==> src/rtl/uart_pkg.sv <==
// Shared definitions for the UART block: state codes, frame width, line level.
package uart_pkg;

    // Frame payload width.
    localparam int DATA_BITS = 8;

    // Level of an idle serial line (and of a good stop bit).
    localparam logic LINE_IDLE = 1'b1;

    // Receiver state codes. The low four line up with the transmitter's
    // 2-bit codes so both sides decode the same frame phase identically.
    localparam logic [2:0] ST_IDLE    = 3'd0;
    localparam logic [2:0] ST_START   = 3'd1;
    localparam logic [2:0] ST_DATA    = 3'd2;
    localparam logic [2:0] ST_STOP    = 3'd3;
    localparam logic [2:0] ST_RECOVER = 3'd4;

    typedef enum logic [2:0] {
        IDLE    = ST_IDLE,
        START   = ST_START,
        DATA    = ST_DATA,
        STOP    = ST_STOP,
        RECOVER = ST_RECOVER
    } rx_state_e;

endpackage

==> src/rtl/uart_rx_if.sv <==
// Receiver-side signal bundle: serial line in, byte and status pulses out.
interface uart_rx_if;

    logic                           rx_in;
    logic [uart_pkg::DATA_BITS-1:0] rx_data;
    logic                           rx_valid;
    logic                           frame_err;
    logic                           start;
    logic                           busy;

    // The receiver itself.
    modport master (
        input  rx_in,
        output rx_data,
        output rx_valid,
        output frame_err,
        output start,
        output busy
    );

    // Whoever drives the line and consumes the received bytes.
    modport slave (
        output rx_in,
        input  rx_data,
        input  rx_valid,
        input  frame_err,
        input  start,
        input  busy
    );

endinterface

==> src/rtl/uart_sync.sv <==
// Multi-flop synchroniser for the asynchronous serial line. Resets to the
// idle level so a freshly reset receiver never sees a phantom start bit.
module uart_sync
    import uart_pkg::*;
#(
    parameter int STAGES = 2
) (
    input  logic clk,
    input  logic reset,
    input  logic d_i,
    output logic q_o
);

    logic [STAGES-1:0] sync_q;

    // Shift the raw line through the chain; the oldest stage is the output.
    always_ff @(posedge clk or posedge reset) begin
        if (reset) begin
            sync_q <= {STAGES{LINE_IDLE}};
        end else begin
            sync_q <= {sync_q[STAGES-2:0], d_i};
        end
    end

    assign q_o = sync_q[STAGES-1];

endmodule

==> src/rtl/uart_rx.sv <==
// UART receiver: synchronises the line, validates the start bit at mid-bit,
// shifts in 8 data bits LSB first and checks the stop bit. Emits one-cycle
// start / rx_valid / frame_err pulses; rx_data holds the last good byte.
module uart_rx
    import uart_pkg::*;
#(
    parameter int CLKS_PER_BIT = 1,
    parameter int SYNC_STAGES  = 2
) (
    input  logic      clk,
    input  logic      reset,
    uart_rx_if.master bus
);

    localparam int                CNT_W    = $clog2(CLKS_PER_BIT) + 1;
    // Offset within a bit at which the line is sampled.
    localparam logic [CNT_W-1:0]  HALF     = CNT_W'((CLKS_PER_BIT - 1) / 2);
    localparam logic [CNT_W-1:0]  LAST     = CNT_W'(CLKS_PER_BIT - 1);
    localparam logic [2:0]        LAST_BIT = 3'(DATA_BITS - 1);

    logic                 rx_s;

    rx_state_e            state_q;
    logic [CNT_W-1:0]     clk_cnt_q;
    logic [2:0]           bit_idx_q;
    logic [DATA_BITS-1:0] shift_q;
    logic [DATA_BITS-1:0] rx_data_q;
    logic                 rx_valid_q;
    logic                 frame_err_q;
    logic                 start_q;
    logic                 busy_q;

    uart_sync #(
        .STAGES (SYNC_STAGES)
    ) u_sync (
        .clk   (clk),
        .reset (reset),
        .d_i   (bus.rx_in),
        .q_o   (rx_s)
    );

    // Frame FSM with registered outputs; pulses default low every cycle.
    always_ff @(posedge clk or posedge reset) begin
        if (reset) begin
            state_q     <= IDLE;
            clk_cnt_q   <= '0;
            bit_idx_q   <= '0;
            shift_q     <= '0;
            rx_data_q   <= '0;
            rx_valid_q  <= 1'b0;
            frame_err_q <= 1'b0;
            start_q     <= 1'b0;
            busy_q      <= 1'b0;
        end else begin
            rx_valid_q  <= 1'b0;
            frame_err_q <= 1'b0;
            start_q     <= 1'b0;
            case (state_q)
                IDLE: begin
                    if (rx_s != LINE_IDLE) begin
                        if (HALF == '0) begin
                            // Mid-bit of the start bit is right now.
                            state_q   <= DATA;
                            clk_cnt_q <= '0;
                            start_q   <= 1'b1;
                            busy_q    <= 1'b1;
                        end else begin
                            // This cycle is offset 0 of the start bit.
                            state_q   <= START;
                            clk_cnt_q <= CNT_W'(1);
                        end
                    end
                end
                START: begin
                    if (rx_s == LINE_IDLE) begin
                        // Low pulse shorter than half a bit: glitch.
                        state_q   <= IDLE;
                        clk_cnt_q <= '0;
                    end else if (clk_cnt_q == HALF) begin
                        state_q   <= DATA;
                        clk_cnt_q <= '0;
                        start_q   <= 1'b1;
                        busy_q    <= 1'b1;
                    end else begin
                        clk_cnt_q <= clk_cnt_q + CNT_W'(1);
                    end
                end
                DATA: begin
                    if (clk_cnt_q == LAST) begin
                        shift_q   <= {rx_s, shift_q[DATA_BITS-1:1]};
                        bit_idx_q <= bit_idx_q + 3'd1;
                        clk_cnt_q <= '0;
                        if (bit_idx_q == LAST_BIT) begin
                            state_q <= STOP;
                        end
                    end else begin
                        clk_cnt_q <= clk_cnt_q + CNT_W'(1);
                    end
                end
                STOP: begin
                    if (clk_cnt_q == LAST) begin
                        clk_cnt_q <= '0;
                        if (rx_s == LINE_IDLE) begin
                            rx_data_q  <= shift_q;
                            rx_valid_q <= 1'b1;
                            state_q    <= IDLE;
                            busy_q     <= 1'b0;
                        end else begin
                            // Bad stop bit: keep the previous byte visible.
                            frame_err_q <= 1'b1;
                            state_q     <= RECOVER;
                        end
                    end else begin
                        clk_cnt_q <= clk_cnt_q + CNT_W'(1);
                    end
                end
                RECOVER: begin
                    // A held-low line (break) must release before we re-arm.
                    if (rx_s == LINE_IDLE) begin
                        state_q <= IDLE;
                        busy_q  <= 1'b0;
                    end
                end
                default: begin
                    state_q   <= IDLE;
                    clk_cnt_q <= '0;
                    bit_idx_q <= '0;
                    busy_q    <= 1'b0;
                end
            endcase
        end
    end

    assign bus.rx_data   = rx_data_q;
    assign bus.rx_valid  = rx_valid_q;
    assign bus.frame_err = frame_err_q;
    assign bus.start     = start_q;
    assign bus.busy      = busy_q;

endmodule
==> src/flat_wrapper.sv <==
// flat-port wrapper written by rule: the top's interface ports become plain ports
module uart_rx_flat import uart_pkg::*;
#(
    parameter int CLKS_PER_BIT = 1,
    parameter int SYNC_STAGES  = 2
)
  (clk, reset, bus_rx_in, bus_rx_data, bus_rx_valid, bus_frame_err, bus_start, bus_busy);
  uart_rx_if bus_i ();
  input  logic clk;
  input  logic reset;
  input wire logic [$bits(bus_i.rx_in)-1:0] bus_rx_in;
  output wire logic [$bits(bus_i.rx_data)-1:0] bus_rx_data;
  output wire logic [$bits(bus_i.rx_valid)-1:0] bus_rx_valid;
  output wire logic [$bits(bus_i.frame_err)-1:0] bus_frame_err;
  output wire logic [$bits(bus_i.start)-1:0] bus_start;
  output wire logic [$bits(bus_i.busy)-1:0] bus_busy;
  assign bus_i.rx_in = bus_rx_in;
  assign bus_rx_data = bus_i.rx_data;
  assign bus_rx_valid = bus_i.rx_valid;
  assign bus_frame_err = bus_i.frame_err;
  assign bus_start = bus_i.start;
  assign bus_busy = bus_i.busy;
  uart_rx #(.CLKS_PER_BIT(CLKS_PER_BIT), .SYNC_STAGES(SYNC_STAGES)) u_core (.clk(clk), .reset(reset), .bus(bus_i));
endmodule
==> config.mk <==
export PLATFORM = sky130hd
export DESIGN_NAME = uart_rx_flat
export DESIGN_NICKNAME = d
export VERILOG_FILES = /design/src/rtl/uart_pkg.sv /design/src/rtl/uart_rx_if.sv /design/src/rtl/uart_sync.sv /design/src/rtl/uart_rx.sv /design/src/flat_wrapper.sv
export SDC_FILE = /design/constraint.sdc
export NUM_CORES = 1
export LEC_CHECK = 0
export CORE_UTILIZATION = 32
export DETAILED_ROUTE_END_ITERATION = 10
export SLEW_MARGIN = 20
export SYNTH_ARGS = -nofsm -noshare
export SYNTH_HDL_FRONTEND = slang
export SYNTH_SLANG_ARGS = --single-unit
==> constraint.sdc <==
create_clock -name clk -period 2.75 [get_ports clk]
set_input_delay 0.6875 -clock clk [delete_from_list [all_inputs] [get_ports clk]]
set_output_delay 0.6875 -clock clk [all_outputs]
set_load 0.01 [all_outputs]
==> impl_metrics.env <==
export IMPL_firstDrtPassIters=2
export IMPL_crit_chain="clkdlybuf4s50_1"
export IMPL_dieWidth_um=61.0
export IMPL_worst_pin_slew_ps=394
export IMPL_cts_resized=0
export IMPL_p_switching_w=0.000456
export IMPL_hold_buffers=0
export IMPL_n_antenna_cell=0
export IMPL_power_density_nw_per_um2=1150
export IMPL_syn_area_sq_um=1110
export IMPL_rsz0062_at_grt="no"
export IMPL_numClockSinks=28
export IMPL_antenna_found_initial=0
export IMPL_combPwrFrac_pct=37.1
export IMPL_final_max_slew_viol_count=0
export IMPL_slew_limit_headroom_pct=73.7
export IMPL_root_buffer="clkbuf_4"
export IMPL_yosysWarnings=0
export IMPL_multi_input_comb_area_sq_um=375
export IMPL_clock_skew_final_ps=1.76
export IMPL_overflow=0
export IMPL_crit_path_end_kind="output port"
export IMPL_maxCapViolations=0
export IMPL_synth_cell_type_count=24
export IMPL_hold_viol=0
export IMPL_synth_largest_area_cell="dfrtp_1"
export IMPL_crit_buf_inv=1
export IMPL_critPathMaxFanout=2
export IMPL_switching_share_pct=29.6
export IMPL_num_vias=603
export IMPL_die_h_um=61.0
export IMPL_worstSkewPairLatency_ps=320
export IMPL_crit_arrival_ps=1240
export IMPL_cts_tree="yes"
export IMPL_internal_power_w=0.00109
export IMPL_place_inst=135
export IMPL_clk_path_buf_depth=2
export IMPL_grt_pass1_vias=561
export IMPL_p_clk_share_pct=17.2
export IMPL_coreArea_sq_um=3340
export IMPL_synth_seq_cells=28
export IMPL_die_area_sq_um=3720
export IMPL_leakage_nw=0.600
export IMPL_crit_type="register to output port"
export IMPL_synthCells=78
export IMPL_initial_core_util_pct=33.4
export IMPL_slowest_delay_ps=540
export IMPL_synth_nets=83
export IMPL_ys_seq_area_share_pct=63.1
export IMPL_nets=99
export IMPL_cts_buffers=3
export IMPL_slowest_stage="clkdlybuf4s50_1"
export IMPL_post_route_period_util_pct=69.9
export IMPL_place_gp_congestion=0.726
export IMPL_layout_area_seq_sq_um=703
export IMPL_area_growth_synth_to_final_pct=20.7
export IMPL_rows=21
export IMPL_wl_per_cell_um=11.3
export IMPL_hp_class="register to register"
export IMPL_antenna_left=0
export IMPL_required_ps=2060
export IMPL_setup_viol_count_final=0
export IMPL_io_pins=15
export IMPL_syn_avg_cell_area_sq_um=14.3
export IMPL_seqPwrFrac_pct=45.8
export IMPL_dp_hpwl_mm=1.10
export IMPL_path_clk_slew_ps=140
export IMPL_setup_tns_final_ps=0
export IMPL_port_buffers=14
export IMPL_cts_setup_buffers=0
export IMPL_status="completed"
export IMPL_cp_start_kind="register"
export IMPL_h_tree_depth=1
export IMPL_synth_area_leaders="dfrtp_1 58%, mux2_2 16%, dfstp_2 4.7%"
export IMPL_n_fill_cell=331
export IMPL_crit_family="buffers and inverters"
export IMPL_layoutNonFillerInstCount=139
export IMPL_drc=0
export IMPL_avgViaCountPerCell=4.34
export IMPL_drive_above_1_share_pct=26.9
export IMPL_wl_mm=1.57
export IMPL_layout_min_cycle_time_ps=1920
export IMPL_yosysTopAreaCellShare_pct=58.4
export IMPL_groute_usage_overall_pct=9.69
export IMPL_fmax_ghz=0.520
export IMPL_grt_max_degree=29
export IMPL_drt_initial_drc_count=3
export IMPL_grt_pass1_wl_mm=2.55
export IMPL_vdd_drop_max_uv=438
[cells in the mapped netlist]
master and number:
a21oi_1 1, buf_2 1, nor3_1 1, nor2b_1 1, o21a_1 1, mux2_2 16, a22oi_1 2, a211oi_1 1
clkbuf_1 1, buf_6 1, dfstp_2 2, nor2_1 2, ha_1 2, nand2_1 5, inv_1 2, nor2b_4 1
nand3_4 1, o21ai_0 4, a21o_1 2, and2_1 1, buf_4 1, mux2i_1 1, and2b_1 2, dfrtp_1 26
[final timing paths]
| check | start | end | slack (ps) | depth (start not counted) |
|---|---|---|---|---|
| worst max-delay path | u_core.bus.rx_data[5]$_DFFE_PP0P_ | bus_rx_data[5] | 830 | 1 |
| worst min-delay path | u_core.u_sync.sync_q[0]$_DFF_PP1_ | u_core.u_sync.sync_q[1]$_DFF_PP1_ | 370 | 0 |
| worst max register to register | u_core.state_q[2]$_DFFE_PP0P_ | u_core.shift_q[6]$_DFFE_PP0P_ | 1200 | 3 |
| worst min register to register | u_core.u_sync.sync_q[0]$_DFF_PP1_ | u_core.u_sync.sync_q[1]$_DFF_PP1_ | 370 | 0 |
| max in group asynchronous | reset | u_core.u_sync.sync_q[1]$_DFF_PP1_ | 1750 | 3 |
| min in group asynchronous | reset | u_core.bus.rx_data[2]$_DFFE_PP0P_ | 700 | 3 |
[final cells by class]
| cell class | instances | share of cell area [%] |
|---|---|---|
| inverters | 2 | 0.559 |
| flip-flops and latches | 28 | 52.3 |
| repair buffers | 15 | 11.0 |
| clock buffers | 3 | 1.68 |
| well taps | 46 | 4.28 |
| multi-input cells | 44 | 27.9 |
| clock inverters | 1 | 2.23 |
[cells in the final DEF (no fill, tap or decap)]
cell type / netlist / final
dfrtp_1: 26 / 26
mux2_2: 16 / 16
clkdlybuf4s50_1: 0 / 14
nand2_1: 5 / 5
o21ai_0: 4 / 4
clkbuf_4: 0 / 3
nor2_1: 2 / 2
inv_1: 2 / 2
and2b_1: 2 / 2
a22oi_1: 2 / 2
a21o_1: 2 / 2
ha_1: 2 / 2
dfstp_2: 2 / 2
nor2b_4: 1 / 1
a21oi_1: 1 / 1
nand3_4: 1 / 1
nor2b_1: 1 / 1
nor3_1: 1 / 1
mux2i_1: 1 / 1
and2_1: 1 / 1
a211oi_1: 1 / 1
o21a_1: 1 / 1
bufinv_16: 0 / 1
buf_4: 1 / 1
[cell families (layout without fill, tap and decap cells)]
kind of cell / after synthesis / in the layout / share of synthesized area [%]
and+or+nand+nor: 14 / 14 / 8.09
muxes: 17 / 17 / 17.1
DFF: 28 / 28 / 63.1
adders and majority gates: 2 / 2 / 2.25
AOI/OAI and AO/OA: 11 / 11 / 6.29
buffers and inverters: 6 / 21 / 3.15
[power by group through the flow]
stage / clock network [W] / registers, W / logic (W)
detailed placement: 0 / 0.000720 / 0.000581
floorplan: 0 / 0.000709 / 0.000399
global placement: 0 / 0.000711 / 0.000562
finish: 0.000265 / 0.000706 / 0.000572
CTS: 0.000278 / 0.000710 / 0.000582
global route: 0.000292 / 0.000736 / 0.000630
[flip-flops by register name, indices dropped and copies added, names as in the netlist]
signal	flops
u_core.bus.rx_data	8
u_core.shift_q	8
u_core.bit_idx_q	3
u_core.state_q	3
u_core.u_sync.sync_q	2
u_core.bus.busy	1
u_core.bus.frame_err	1
u_core.bus.rx_valid	1
u_core.bus.start	1
[routing by layer]
metal  part of all wire (%)  vias up  global-route usage [%]  routed length, um
li1                       -      301                       -                  -
met2                     45       10                    14.8                710
met3                    1.4        2                    1.92                 22
met1                     52      290                    13.1                810
met4                    1.7        0                    4.87                 27
met5                      0        -                       0                  0
[stage by stage]
step / cell area (sq um) / hold slack, ps / utilization (%) / total power (W) / setup WS [ps]
finish: 1340 / 369 / 40.3 / 0.00154 / 827
global route: 1340 / 375 / 40.3 / 0.00166 / 750
CTS: 1340 / 370 / 40.3 / 0.00157 / 797
detailed placement: 1290 / 350 / 38.7 / 0.00130 / 1200
global placement: 1290 / 348 / 38.7 / 0.00127 / 1200
floorplan: 1110 / 345 / - / 0.00111 / 1410
Note: power is estimated with default switching activity, not from simulation.
